<file path="config.mk">
export PLATFORM = sky130hd
export DESIGN_NAME = muldiv_unit
export DESIGN_NICKNAME = d
export VERILOG_FILES = /design/src/rtl/muldiv_pkg.sv /design/src/rtl/muldiv_step.sv /design/src/rtl/muldiv_unit.sv
export SDC_FILE = /design/constraint.sdc
export NUM_CORES = 1
export LEC_CHECK = 0
export CAP_MARGIN = 20
export CORE_MARGIN = 1
export CORE_UTILIZATION = 45
export CTS_CLUSTER_SIZE = 20
export DETAILED_ROUTE_END_ITERATION = 10
export PLACE_DENSITY_LB_ADDON = 0.05
export SYNTH_ARGS = -nofsm -noshare
export SYNTH_HDL_FRONTEND = slang
export SYNTH_SLANG_ARGS = --single-unit
</file>
<file path="constraint.sdc">
create_clock -name clk -period 10.2 [get_ports clk]
set_input_delay 3.06 -clock clk [delete_from_list [all_inputs] [get_ports clk]]
set_output_delay 3.06 -clock clk [all_outputs]
set_load 0.005 [all_outputs]
</file>
<file path="src/rtl/muldiv_pkg.sv">
// Shared types and constants for the iterative multiply/divide unit.
package muldiv_pkg;

  typedef enum logic [1:0] {
    MD_MULTU = 2'b00,
    MD_MULT  = 2'b01,
    MD_DIVU  = 2'b10,
    MD_DIV   = 2'b11
  } md_op_e;

  typedef enum logic [1:0] {
    ST_IDLE   = 2'b00,
    ST_RUN    = 2'b01,
    ST_FINISH = 2'b10
  } md_state_e;

  localparam int MD_ITER = 32;

  function automatic logic [31:0] md_abs(input logic [31:0] v, input logic neg);
    return neg ? (~v + 32'd1) : v;
  endfunction

endpackage

</file>
<file path="src/rtl/muldiv_step.sv">
// One iteration of the multiply (shift-add) or restoring divide (shift-subtract) datapath.
module muldiv_step
  import muldiv_pkg::*;
(
  input  logic        is_div_i,
  input  logic [31:0] acc_i,
  input  logic [31:0] mq_i,
  input  logic [31:0] m_i,
  output logic [31:0] acc_o,
  output logic [31:0] mq_o
);

  logic [32:0] sum;
  logic [32:0] rem_sh;
  logic        ge;

  always_comb begin
    sum    = {1'b0, acc_i} + {1'b0, m_i};
    rem_sh = {acc_i, mq_i[31]};
    ge     = (rem_sh >= {1'b0, m_i});
    acc_o  = acc_i;
    mq_o   = mq_i;
    if (is_div_i) begin
      // True difference is below the divisor, so 32-bit wraparound is exact.
      if (ge) begin
        acc_o = rem_sh[31:0] - m_i;
        mq_o  = {mq_i[30:0], 1'b1};
      end else begin
        acc_o = rem_sh[31:0];
        mq_o  = {mq_i[30:0], 1'b0};
      end
    end else begin
      if (mq_i[0]) begin
        acc_o = sum[32:1];
        mq_o  = {sum[0], mq_i[31:1]};
      end else begin
        acc_o = {1'b0, acc_i[31:1]};
        mq_o  = {acc_i[0], mq_i[31:1]};
      end
    end
  end

endmodule

</file>
<file path="src/rtl/muldiv_unit.sv">
// Iterative MULT/MULTU/DIV/DIVU unit with HI/LO registers and MTHI/MTLO writes.
// Signed handling of MULT/DIV is enabled by defining MULDIV_SIGNED_EN.
module muldiv_unit
  import muldiv_pkg::*;
(
  input  logic        clk,
  input  logic        reset,
  input  logic [31:0] a,
  input  logic [31:0] b,
  input  logic [1:0]  op,
  input  logic        start,
  input  logic        hi_we,
  input  logic        lo_we,
  input  logic [31:0] wd,
  output logic [31:0] hi,
  output logic [31:0] lo,
  output logic        busy,
  output logic        done
);

  md_state_e   state_q;
  logic [4:0]  count_q;
  logic        is_div_q;
  logic        divz_q;
  logic        neg_res_q;
  logic        neg_rem_q;
  logic [31:0] a_q;
  logic [31:0] acc_q;
  logic [31:0] mq_q;
  logic [31:0] m_q;
  logic [31:0] hi_q;
  logic [31:0] lo_q;
  logic        done_q;

  logic        sa;
  logic        sb;
  logic [31:0] mag_a;
  logic [31:0] mag_b;
  logic [31:0] acc_d;
  logic [31:0] mq_d;
  logic [63:0] prod;
  logic [31:0] quo;
  logic [31:0] rem;

`ifdef MULDIV_SIGNED_EN
  assign sa = op[0] & a[31];
  assign sb = op[0] & b[31];
`else
  logic unused_op0;
  assign unused_op0 = op[0];
  assign sa = 1'b0;
  assign sb = 1'b0;
`endif

  assign mag_a = md_abs(a, sa);
  assign mag_b = md_abs(b, sb);

  muldiv_step u_step (
    .is_div_i (is_div_q),
    .acc_i    (acc_q),
    .mq_i     (mq_q),
    .m_i      (m_q),
    .acc_o    (acc_d),
    .mq_o     (mq_d)
  );

  always_comb begin
    prod = neg_res_q ? (~{acc_q, mq_q} + 64'd1) : {acc_q, mq_q};
    quo  = neg_res_q ? (~mq_q + 32'd1) : mq_q;
    rem  = neg_rem_q ? (~acc_q + 32'd1) : acc_q;
  end

  always_ff @(posedge clk or posedge reset) begin
    if (reset) begin
      state_q   <= ST_IDLE;
      count_q   <= '0;
      is_div_q  <= 1'b0;
      divz_q    <= 1'b0;
      neg_res_q <= 1'b0;
      neg_rem_q <= 1'b0;
      a_q       <= '0;
      acc_q     <= '0;
      mq_q      <= '0;
      m_q       <= '0;
      hi_q      <= '0;
      lo_q      <= '0;
      done_q    <= 1'b0;
    end else begin
      done_q <= 1'b0;
      case (state_q)
        ST_IDLE: begin
          if (hi_we) hi_q <= wd;
          if (lo_we) lo_q <= wd;
          if (start) begin
            is_div_q  <= op[1];
            divz_q    <= (b == 32'd0);
            neg_res_q <= sa ^ sb;
            neg_rem_q <= sa;
            a_q       <= a;
            acc_q     <= '0;
            count_q   <= '0;
            // Multiply iterates over the multiplier; divide shifts the dividend out.
            mq_q      <= op[1] ? mag_a : mag_b;
            m_q       <= op[1] ? mag_b : mag_a;
            state_q   <= ST_RUN;
          end
        end
        ST_RUN: begin
          acc_q   <= acc_d;
          mq_q    <= mq_d;
          count_q <= count_q + 5'd1;
          if (count_q == 5'(MD_ITER - 1)) state_q <= ST_FINISH;
        end
        ST_FINISH: begin
          if (!is_div_q) begin
            hi_q <= prod[63:32];
            lo_q <= prod[31:0];
          end else if (divz_q) begin
            hi_q <= a_q;
            lo_q <= 32'hFFFF_FFFF;
          end else begin
            hi_q <= rem;
            lo_q <= quo;
          end
          done_q  <= 1'b1;
          state_q <= ST_IDLE;
        end
        default: state_q <= ST_IDLE;
      endcase
    end
  end

  assign hi   = hi_q;
  assign lo   = lo_q;
  assign busy = (state_q != ST_IDLE);
  assign done = done_q;

endmodule

</file>
==> results of run 1 <==
-- layer usage --
layer  vias to the layer above  global-route usage
li1                       6230                   -
met1                      6255               0.365
met2                       314               0.471
met3                        70              0.0382
met4                         4              0.0837
met5                         -                   0
-- kinds of logic (layout without fill, tap and decap cells) --
group                    Yosys count  after routing  share of synthesized area
AND/OR/NAND/NOR                  551            551                      0.173
XOR/XNOR                          50             50                     0.0317
multiplexers                     121            121                     0.0882
buffers and inverters            168            282                     0.0478
AO/OA/AOI/OAI                    526            526                      0.231
flip-flops                       202            202                      0.366
adder cells (fa/ha/maj)           68             68                     0.0626
-- how the worst max path moves through the flow --
stage / from / to / slack (ps) / cells past startpoint
2_1_floorplan: reset / a_q[0] / 1630 / 1
3_3_place_gp: start / acc_q[25] / 4840 / 7
3_5_place_dp: start / acc_q[25] / 4840 / 7
4_1_cts: state_q[1] / busy / 5210 / 3
5_1_grt: state_q[1] / busy / 5100 / 3
6_report: state_q[1] / busy / 5210 / 3
-- critical path, stage by stage, from the launching register on --
cell             delay, ps
dfrtp_1                510
nor2_1                 390
inv_1                   70
clkdlybuf4s50_1        450
-- state kept, by name, summed over array words and instances (netlist names) --
name      cells
a_q          32
count_q       5
is_div_q      1
mq_q         32
divz_q        1
m_q          32
hi           32
lo           32
acc_q        32
done          1
state_q       2
-- final cells by class --
type	instances	area share
clock buffers	29	0.0380
flip-flops and latches	202	0.306
multi-input cells	1316	0.493
well taps	390	0.0295
inverters	58	0.0136
repair buffers	184	0.110
clock inverters	11	0.0102
-- synthesized netlist by cell type, drive strengths merged (8+ instances only) --
master,instances,area [um^2]
a211oi,25,188
xnor2,27,236
o22ai,36,225
clkbuf,93,352
buf,17,91.3
dfrtp,202,5050
nand3,56,280
nand4,17,106
and3,8,50.1
nor2,52,195
a31oi,8,50.1
nand2b,9,56.3
o211ai,46,345
ha,66,826
or2,8,50.1
nor4,9,56.3
mux2i,114,1140
a21o,23,173
o21bai,11,82.6
o31ai,9,72.6
nand2,346,1300
a21oi,79,395
o21ai,233,1170
inv,58,218
nor3,12,70.1
xor2,23,201
nor2b,15,93.8
-- per-stage QoR --
step / hold WS, ps / cell area (um^2)
floorplan: 446 / 13800
global placement: 457 / 15700
detailed placement: 462 / 15700
CTS: 477 / 16500
global route: 489 / 16500
finish: 475 / 16500
-- placed cells by master (no fill, tap or decap), drive strengths merged, types with 18 or more instances in the layout --
cell	Yosys	layout
clkdlybuf4s50	0	166
clkbuf	93	29
nor2	52	52
buf	17	18
nand2	346	346
a211oi	25	25
mux2i	114	114
o21ai	233	233
inv	58	59
nand3	56	56
xor2	23	23
a21o	23	23
ha	66	66
a21oi	79	79
dfrtp	202	202
o211ai	46	46
o22ai	36	36
xnor2	27	27
-- report_power, final --
| part | internal, mW | switching [mW] |
|---|---|---|
| Combinational | 1.69 | 2.14 |
| Sequential | 1.19 | 0.420 |
| Clock | 0.537 | 0.354 |
| Total | 3.42 | 2.91 |
==> PnR_summary.wiki, run 1 <==
{| class="wikitable"
! Metric !! Value
|-
| Status || complete, no violations
|-
| Number of placed cells counting well taps || 2148
|-
| Highest signal layer in the routed design || met5
|-
| Largest net degree at the start of global routing || 135
|-
| Post-detailed-route via-to-cell ratio || 5.88
|-
| Fraction of the yosys area taken by sequential cells || 0.366
|-
| Max-slew headroom || 0.353
|-
| Period Utilization, post-route || 0.489
|-
| Clock latency at the later pin of the worst-skew pair || 520 ps
|-
| Source of the worst register-to-register timing path || mq_q[31]
|-
| CTS max path bufs || 3
|-
| Die height || 177 um
|-
| Wire length after detailed routing || 43400 um
|-
| CTS sink count || 202
|-
| Count of filler cells inserted in the layout || 2875
|-
| Final count of negative-setup-slack endpoints || 0
|-
| RSZ-0062 raised after global routing || no
|-
| Area of the core || 30000 um^2
|-
| H-tree lvl count || 1
|-
| Die area || 31400 um^2
|-
| Final core utilization || 0.552
|-
| Fraction of layout cells with a size suffix above 1 || 0.0472
|-
| Routed wire length on met3 || 1950 um
|-
| Register bit count reported by yosys || 202
|-
| FMAX || 200 MHz
|-
| Reg2Reg Setup Slack || 6310 ps
|-
| Critical path capture point type || output pin
|-
| Initial core utilization || 0.462
|-
| Post-synth EDFFs || 0
|-
| Detailed Routing Iterations Pass 1 || 5
|-
| Reg2reg path depth || 13
|-
| CP max FO || 6
|-
| Number of antenna-violating nets in the routed design || 0
|-
| Setup slack after layout || 5210 ps
|-
| Hold Path Sink || a_q[0]
|-
| Last weighted congestion value of the routability-driven placer || 0.938
|-
| Final Hold Violating Endpoints || 0
|-
| Row Count || 63
|-
| Post-route setup TNS || 0 ps
|-
| Clock Root Buffer || clkbuf_16
|-
| Worst VDD drop || 0.000213 V
|-
| Post-Route Skew || 12.1 ps
|-
| Number of max-cap violations || 0
|-
| Number of nets produced by synthesis || 1857
|-
| Power per cell area || 383 nW/um^2
|-
| Total DRC errors in the routed layout || 0
|-
| Total vias in the final route || 12900
|-
| Met1 WL || 19100 um
|-
| Via count of the first global-routing pass || 12100
|-
| Instance count of the mapped netlist || 1686
|-
| Post-CTS repair timing setup buffer count || 0
|-
| Count of yosys warnings during synthesis || 0
|-
| Share of flip-flops with an asynchronous set or reset after synthesis || 1.00
|-
| CTS clock-pin slew for the worst setup and hold paths || 60 ps
|-
| Endpoint required time on the critical path || 7140 ps
|-
| Num CTS Buffers || 23
|-
| Most instantiated flip-flop cell in the synthesis netlist || dfrtp_1
|-
| Worst Path Arrival || 1930 ps
|-
| Met2 wire length || 21100 um
|-
| Worst Max-Slew Pin Slew || 971 ps
|-
| Routed wire length per instance || 19.8 um
|-
| Number of port buffers || 167
|-
| Number of distinct library cells after synthesis || 65
|-
| Number of slew-limit violations in the final report || 0
|-
| Number of cells on the worst hold path || 2
|-
| Final cell count without fillers || 2190
|-
| Mean instance size in the synthesized netlist || 8.20 um^2
|-
| Total congestion overflow after global routing || 0
|-
| Total inserted antenna cells || 0
|-
| Cell area after technology mapping || 13800 um^2
|-
| Post-layout power || 6.33 mW
|-
| Initial antenna violation count || 2
|-
| Sequential cell area || 5060 um^2
|-
| Global-route wire length before repair || 67800 um
|-
| Reg-to-Reg End || acc_q[30]
|-
| Hold_buf cts || 0
|-
| Total area of multi-input combinational cells || 8160 um^2
|-
| Pleak || 7.26 nW
|-
| CTS tree || built
|-
| Period minus WS final || 4990 ps
|-
| GR Util All Layers || 0.277
|-
| Fin nets || 1956
|-
| Synth-to-layout area growth || 19.7%
|-
| Worst Hold Class || reg -> reg
|-
| Worst Min Path Start || a_q[0]
|-
| Resized cells post-CTS || 0
|-
| Critical path class || reg -> out
|-
| Initial detailed-routing violation count || 890
|-
| Die Wd || 177 um
|-
| Critical path startpoint category || flop
|-
| Pre-CTS WS || 4840 ps
|-
| IO Pins || 169
|-
| Detailed placement HPWL || 31300 um
|}
No activity file was read; power rests on OpenSTA's default activity.
==> run 2, diff against run 1 <==
Clock period 10.2 ns to 5.13 ns, I/O delays scaled along.
==> run 2 against run 1 <==
Against the previous run: cell count up 0.32%; clock-buffer cell count up 6; routed wire length down 0.35%; first-iteration DRC count up 10%; largest cell class unchanged; largest power group unchanged.
==> PnR_summary.wiki, run 2 (synthesis results as in run 1) <==
{| class="wikitable"
! Metric !! Value
|-
| Status || complete, no violations (unchanged)
|-
| Period Utilization, post-route || 0.723
|-
| Total vias in the final route || 12700 (was 12900)
|-
| Worst Max-Slew Pin Slew || 1090 ps (was 971 ps)
|-
| Clock latency at the later pin of the worst-skew pair || 510 ps (was 520 ps)
|-
| Num CTS Buffers || 23 (unchanged)
|-
| Row Count || 63 (unchanged)
|-
| Initial detailed-routing violation count || 983 (was 890)
|-
| Most common library cell in the layout ignoring fill and taps || nand2_1 (unchanged)
|-
| CTS tree || built (unchanged)
|-
| Max-slew headroom || 0.276 (was 0.353)
|-
| Final Cell Area || 16600 um^2 (was 16500 um^2)
|-
| Detailed placement HPWL || 31500 um (was 31300 um)
|-
| Number of max-cap violations || 0 (unchanged)
|-
| Total DRC errors in the routed layout || 0 (unchanged)
|-
| Fraction of layout cells with a size suffix above 1 || 0.0493 (was 0.0472)
|-
| Initial core utilization || 0.462 (unchanged)
|-
| Critical path capture point type || flop (was output pin)
|-
| Pleak || 7.28 nW (was 7.26 nW)
|-
| Worst Hold Class || reg -> reg (unchanged)
|-
| RSZ-0062 raised after global routing || no (unchanged)
|-
| FMAX || 269 MHz
|-
| Post-route setup TNS || 0 ps (unchanged)
|-
| Clock Root Buffer || clkbuf_16 (unchanged)
|-
| Final core utilization || 0.553 (was 0.552)
|-
| Initial antenna violation count || 2 (unchanged)
|-
| Die height || 177 um (unchanged)
|-
| Worst VDD drop || 0.000380 V (was 0.000213 V)
|-
| CTS max path bufs || 3 (unchanged)
|-
| Largest net degree at the start of global routing || 98 (was 135)
|-
| Die area || 31400 um^2 (unchanged)
|-
| Post-detailed-route via-to-cell ratio || 5.77 (was 5.88)
|-
| Final Hold Violating Endpoints || 0 (unchanged)
|-
| Number of slew-limit violations in the final report || 0 (unchanged)
|-
| Power per cell area || 757 nW/um^2 (was 383 nW/um^2)
|-
| Routed wire length per instance || 19.7 um (was 19.8 um)
|-
| Worst Path Arrival || 4060 ps (was 1930 ps)
|-
| Area of the core || 30000 um^2 (unchanged)
|-
| Final count of negative-setup-slack endpoints || 0 (unchanged)
|-
| Endpoint required time on the critical path || 5480 ps (was 7140 ps)
|-
| Number of port buffers || 167 (unchanged)
|-
| H-tree lvl count || 1 (unchanged)
|-
| Period minus WS final || 3710 ps
|-
| Hold_buf cts || 0 (unchanged)
|-
| Number of antenna-violating nets in the routed design || 0 (unchanged)
|-
| Synth-to-layout area growth || 19.8% (was 19.7%)
|-
| CTS clock-pin slew for the worst setup and hold paths || 60 ps (about the same)
|-
| Die Wd || 177 um (unchanged)
|-
| Detailed Routing Iterations Pass 1 || 5 (unchanged)
|-
| Top library cells by usage in the layout, fill and taps aside || nand2_1, o21ai_0, dfrtp_1 (unchanged)
|-
| Count of filler cells inserted in the layout || 2840 (was 2875)
|-
| Last weighted congestion value of the routability-driven placer || 0.950 (was 0.938)
|-
| IO Pins || 169 (unchanged)
|-
| Total congestion overflow after global routing || 0 (unchanged)
|-
| Critical path startpoint category || flop (unchanged)
|-
| Global-route wire length before repair || 67800 um (about the same)
|-
| Critical path class || reg -> reg (was reg -> out)
|-
| CP max FO || 14 (was 6)
|-
| Post-CTS repair timing setup buffer count || 0 (unchanged)
|-
| Number of placed cells counting well taps || 2153 (was 2148)
|-
| Wire length after detailed routing || 43300 um (was 43400 um)
|-
| Via count of the first global-routing pass || 12200 (was 12100)
|-
| Post-detailed-placement cell area || 15800 um^2 (was 15700 um^2)
|-
| GR Util All Layers || 0.275 (was 0.277)
|-
| Fin nets || 1960 (was 1956)
|-
| Resized cells post-CTS || 0 (unchanged)
|-
| Post-Route Skew || 9.41 ps (was 12.1 ps)
|-
| CTS sink count || 202 (unchanged)
|-
| Final cell count without fillers || 2197 (was 2190)
|}
-- run 2: path summary, 6_finish.rpt --
kind,from,endpoint,slack [ps],depth (start not counted)
setup reg to reg,mq_q[31],acc_q[4],1420,12
hold / removal,a_q[10],a_q[10],470,2
hold reg to reg,a_q[10],a_q[10],470,2
setup / recovery,mq_q[31],acc_q[4],1420,12
max in group asynchronous,reset,acc_q[15],2870,3
min in group asynchronous,reset,hi[28],1400,2
-- run 2: power breakdown --
group	leakage, nW	internal [mW]	total [mW]	switching [mW]
clock network	0.384	1.02	1.70	0.673
registers	2.51	2.37	3.19	0.824
logic	4.39	3.39	7.65	4.25
-- run 2: final cells by class --
type                    count  area, um^2  share of cell area
multi-input cells        1316        8160               0.493
diodes                      2        5.00            0.000302
inverters                  58         221              0.0134
well taps                 390         488              0.0295
clock inverters             6        80.1             0.00484
clock buffers              35         691              0.0417
repair buffers            188        1860               0.112
flip-flops and latches    202        5060               0.305
-- run 2: metrics by stage --
stage               hold slack [ps]  setup WS, ps  power, mW
floorplan                       446           975       8.61
global placement                457          1430       10.7
detailed placement              462          1440       10.8
CTS                             477          1480       12.5
global route                    496          1160       13.7
finish                          474          1420       12.5
-- run 2: worst max-delay path: stages (launching register included) --
cell	delay (ps)
dfrtp_1	510
inv_1	110
ha_1	240
nor2b_1	170
o31ai_1	160
a21oi_1	360
o21ai_1	190
o31ai_2	410
o211a_1	480
buf_4	330
mux2_1	350
a21oi_1	140
o21ai_0	90
-- run 2: routing by layer --
layer | GRT usage | up-vias | share of wire | routed length (um)
met5 | 0 | - | 0 | 0
met4 | 0.0851 | 0 | 0.028 | 1230
met3 | 0.0341 | 65 | 0.050 | 2160
met2 | 0.469 | 307 | 0.48 | 20900
met1 | 0.363 | 6071 | 0.44 | 18900
li1 | - | 6237 | - | -
==> run 3, diff against run 2 <==
Clock period 5.13 ns to 3.9 ns, I/O delays scaled along.
==> run 3 against run 2 <==
Against the previous run: critical endpoint is now acc_q[29]; sequential share of layout area down 0.39 points; setup slack lost 1000 ps; fmax is 5.2% higher; combinational power grew 35%; flip-flop and latch count did not move; non-clock buffer count rose by 15; die area unchanged; clock skew rose by 1.3 ps; routed wire length increased by 1.7%; via count grew 1.9%.
==> PnR_summary.wiki, run 3 (synthesis results as in run 1) <==
{| class="wikitable"
! Metric !! Value
|-
| Power per cell area || 1000 nW/um^2 (was 757 nW/um^2)
|-
| Area of the core || 30000 um^2 (unchanged)
|-
| Routed wire length per instance || 19.9 um (was 19.7 um)
|-
| Final cell count without fillers || 2212 (was 2197)
|-
| Initial detailed-routing violation count || 968 (was 983)
|-
| Critical path class || reg -> reg (unchanged)
|-
| Wire length after detailed routing || 44000 um (was 43300 um)
|-
| Fin nets || 1976 (was 1960)
|-
| Final count of negative-setup-slack endpoints || 0 (unchanged)
|-
| Max stage delay on crit path || 840 ps (was 510 ps)
|-
| Total inserted antenna cells || 0 (was 2)
|-
| Post-route setup TNS || 0 ps (unchanged)
|-
| Launch point of the critical path || mq_q[31] (unchanged)
|-
| CP max FO || 4 (was 14)
|-
| CTS tree || built (unchanged)
|-
| Final core utilization || 0.560 (was 0.553)
|-
| Worst VDD drop || 0.000587 V (was 0.000380 V)
|-
| Status || complete, no violations (unchanged)
|-
| Total DRC errors in the routed layout || 0 (unchanged)
|-
| Cell type with the highest occurrence count on the critical path || o21ai_0 (was a21oi_1)
|-
| Number of max-cap violations || 0 (unchanged)
|-
| CTS sink count || 202 (unchanged)
|-
| Critical path capture point type || flop (unchanged)
|-
| Most common library cell in the layout ignoring fill and taps || nand2_1 (unchanged)
|-
| Clock latency at the later pin of the worst-skew pair || 530 ps (was 510 ps)
|-
| Initial core utilization || 0.462 (unchanged)
|-
| Post-layout power || 16.8 mW (was 12.5 mW)
|-
| Global-route wire length before repair || 68400 um (was 67800 um)
|-
| List of cells traversed by the critical path || inv_1 > ha_1 > nor2b_1 > o31ai_1 > a21oi_1 > o21ai_0 > a2111oi_1 > o21ai_0 > xnor2_1 > a211oi_1 > o21ai_0 (was inv_1 > ha_1 > nor2b_1 > o31ai_1 > a21oi_1 > o21ai_1 > o31ai_2 > o211a_1 > buf_4 > mux2_1 > a21oi_1 > o21ai_0)
|-
| Via count of the first global-routing pass || 12400 (was 12200)
|-
| Post-Route Skew || 10.7 ps (was 9.41 ps)
|-
| RSZ-0062 raised after global routing || no (unchanged)
|-
| Detailed placement HPWL || 32300 um (was 31500 um)
|-
| Max-slew headroom || 0.250 (was 0.276)
|-
| Psw || 7.72 mW (was 5.75 mW)
|-
| Clock network power share || 0.139 (was 0.135)
|-
| Critical path startpoint category || flop (unchanged)
|-
| Synth-to-layout area growth || 21.3% (was 19.8%)
|-
| Int Pwr || 9.08 mW (was 6.79 mW)
|-
| Total vias in the final route || 12900 (was 12700)
|-
| Switching power as a share of total power || 0.459 (about the same)
|-
| Final Cell Area || 16800 um^2 (was 16600 um^2)
|-
| Clock Root Buffer || clkbuf_16 (unchanged)
|-
| CTS max path bufs || 3 (unchanged)
|-
| Period minus WS final || 3530 ps (was 3710 ps)
|-
| Largest net degree at the start of global routing || 84 (was 98)
|-
| Number of port buffers || 167 (unchanged)
|-
| Top library cells by usage in the layout, fill and taps aside || nand2_1, o21ai_0, dfrtp_1 (unchanged)
|-
| Num CTS Buffers || 24 (was 23)
|-
| Reg2reg path depth || 11 (was 12)
|-
| FMAX || 283 MHz (was 269 MHz)
|-
| Worst Hold Class || reg -> reg (unchanged)
|-
| Pre-CTS WS || 473 ps (was 1440 ps)
|-
| Setup slack after layout || 371 ps (was 1420 ps)
|-
| GR Util All Layers || 0.278 (was 0.275)
|-
| Endpoint required time on the critical path || 4290 ps (was 5480 ps)
|-
| Period Utilization, post-route || 0.905 (was 0.723)
|-
| Worst Path Arrival || 3920 ps (was 4060 ps)
|-
| Worst Max-Slew Pin Slew || 1120 ps (was 1090 ps)
|-
| Fraction of layout cells with a size suffix above 1 || 0.0571 (was 0.0493)
|-
| Number of cells on the worst hold path || 2 (unchanged)
|-
| Hold_buf cts || 0 (unchanged)
|-
| Last weighted congestion value of the routability-driven placer || 0.926 (was 0.950)
|-
| Sequential share of power || 0.251 (was 0.255)
|-
| Worst Min Path Start || a_q[15] (was a_q[10])
|-
| Die Wd || 177 um (unchanged)
|-
| Total area of multi-input combinational cells || 8150 um^2 (was 8160 um^2)
|-
| Detailed Routing Iterations Pass 1 || 7 (was 5)
|-
| Post-CTS repair timing setup buffer count || 0 (unchanged)
|-
| IO Pins || 169 (unchanged)
|-
| Total congestion overflow after global routing || 0 (unchanged)
|-
| Final Hold Violating Endpoints || 0 (unchanged)
|-
| H-tree lvl count || 1 (unchanged)
|-
| Pleak || 7.39 nW (was 7.28 nW)
|-
| Combinational Power Share || 0.610 (about the same)
|-
| Post-detailed-placement cell area || 16000 um^2 (was 15800 um^2)
|-
| Source of the worst register-to-register timing path || mq_q[31] (unchanged)
|-
| Slowest stage cell, crit path || a2111oi_1 (was dfrtp_1)
|-
| Count of filler cells inserted in the layout || 2819 (was 2840)
|-
| Sequential cell area || 5060 um^2 (unchanged)
|-
| Hold Worst Slack || 474 ps (about the same)
|-
| Post-detailed-route via-to-cell ratio || 5.84 (was 5.77)
|-
| Number of antenna-violating nets in the routed design || 0 (unchanged)
|-
| Number of placed cells counting well taps || 2169 (was 2153)
|-
| Initial antenna violation count || 0 (was 2)
|-
| Number of slew-limit violations in the final report || 0 (unchanged)
|-
| Die area || 31400 um^2 (unchanged)
|-
| CTS clock-pin slew for the worst setup and hold paths || 60 ps (about the same)
|-
| Row Count || 63 (unchanged)
|-
| Die height || 177 um (unchanged)
|-
| Resized cells post-CTS || 0 (unchanged)
|}
## run 3: final timing paths
check | slack (ps) | endpoint
worst max-delay path | 370 | acc_q[29]
worst min-delay path | 470 | a_q[15]
worst max register to register | 370 | acc_q[29]
worst min register to register | 470 | a_q[15]
max in group asynchronous | 1990 | acc_q[16]
min in group asynchronous | 1190 | lo[27]
## run 3: metal layers
layer,vias up,global-route usage,share of wire
li1,6277,-,-
met1,6244,0.365,0.44
met2,331,0.489,0.49
met3,65,0.0326,0.046
met4,0,0.0613,0.020
met5,-,0,0
## run 3: cell type report
| class | instances | share of cell area |
|---|---|---|
| clock buffers | 33 | 0.0402 |
| clock inverters | 10 | 0.00843 |
| inverters | 58 | 0.0132 |
| multi-input cells | 1316 | 0.486 |
| flip-flops and latches | 202 | 0.302 |
| well taps | 390 | 0.0291 |
| repair buffers | 203 | 0.122 |
## run 3: power by group through the flow
stage | Clock (mW) | Combinational [mW] | Sequential (mW)
final | 2.34 | 10.3 | 4.21
after global routing | 2.45 | 11.4 | 4.34
after CTS | 2.37 | 10.2 | 4.22
after detailed placement | 0 | 10.1 | 4.25
after global placement | 0 | 9.97 | 4.23
after floorplan | 0 | 7.53 | 3.80
## run 3: worst max-delay path: cells and delay by family, from the launching register on
| family | cells | cell delay [ps] |
|---|---|---|
| adders and majority gates | 1 | 230 |
| and+or+nand+nor | 1 | 160 |
| buffers and inverters | 1 | 120 |
| xor gates and xnor gates | 1 | 190 |
| DFF | 1 | 500 |
| AOI/OAI and AO/OA | 7 | 2200 |
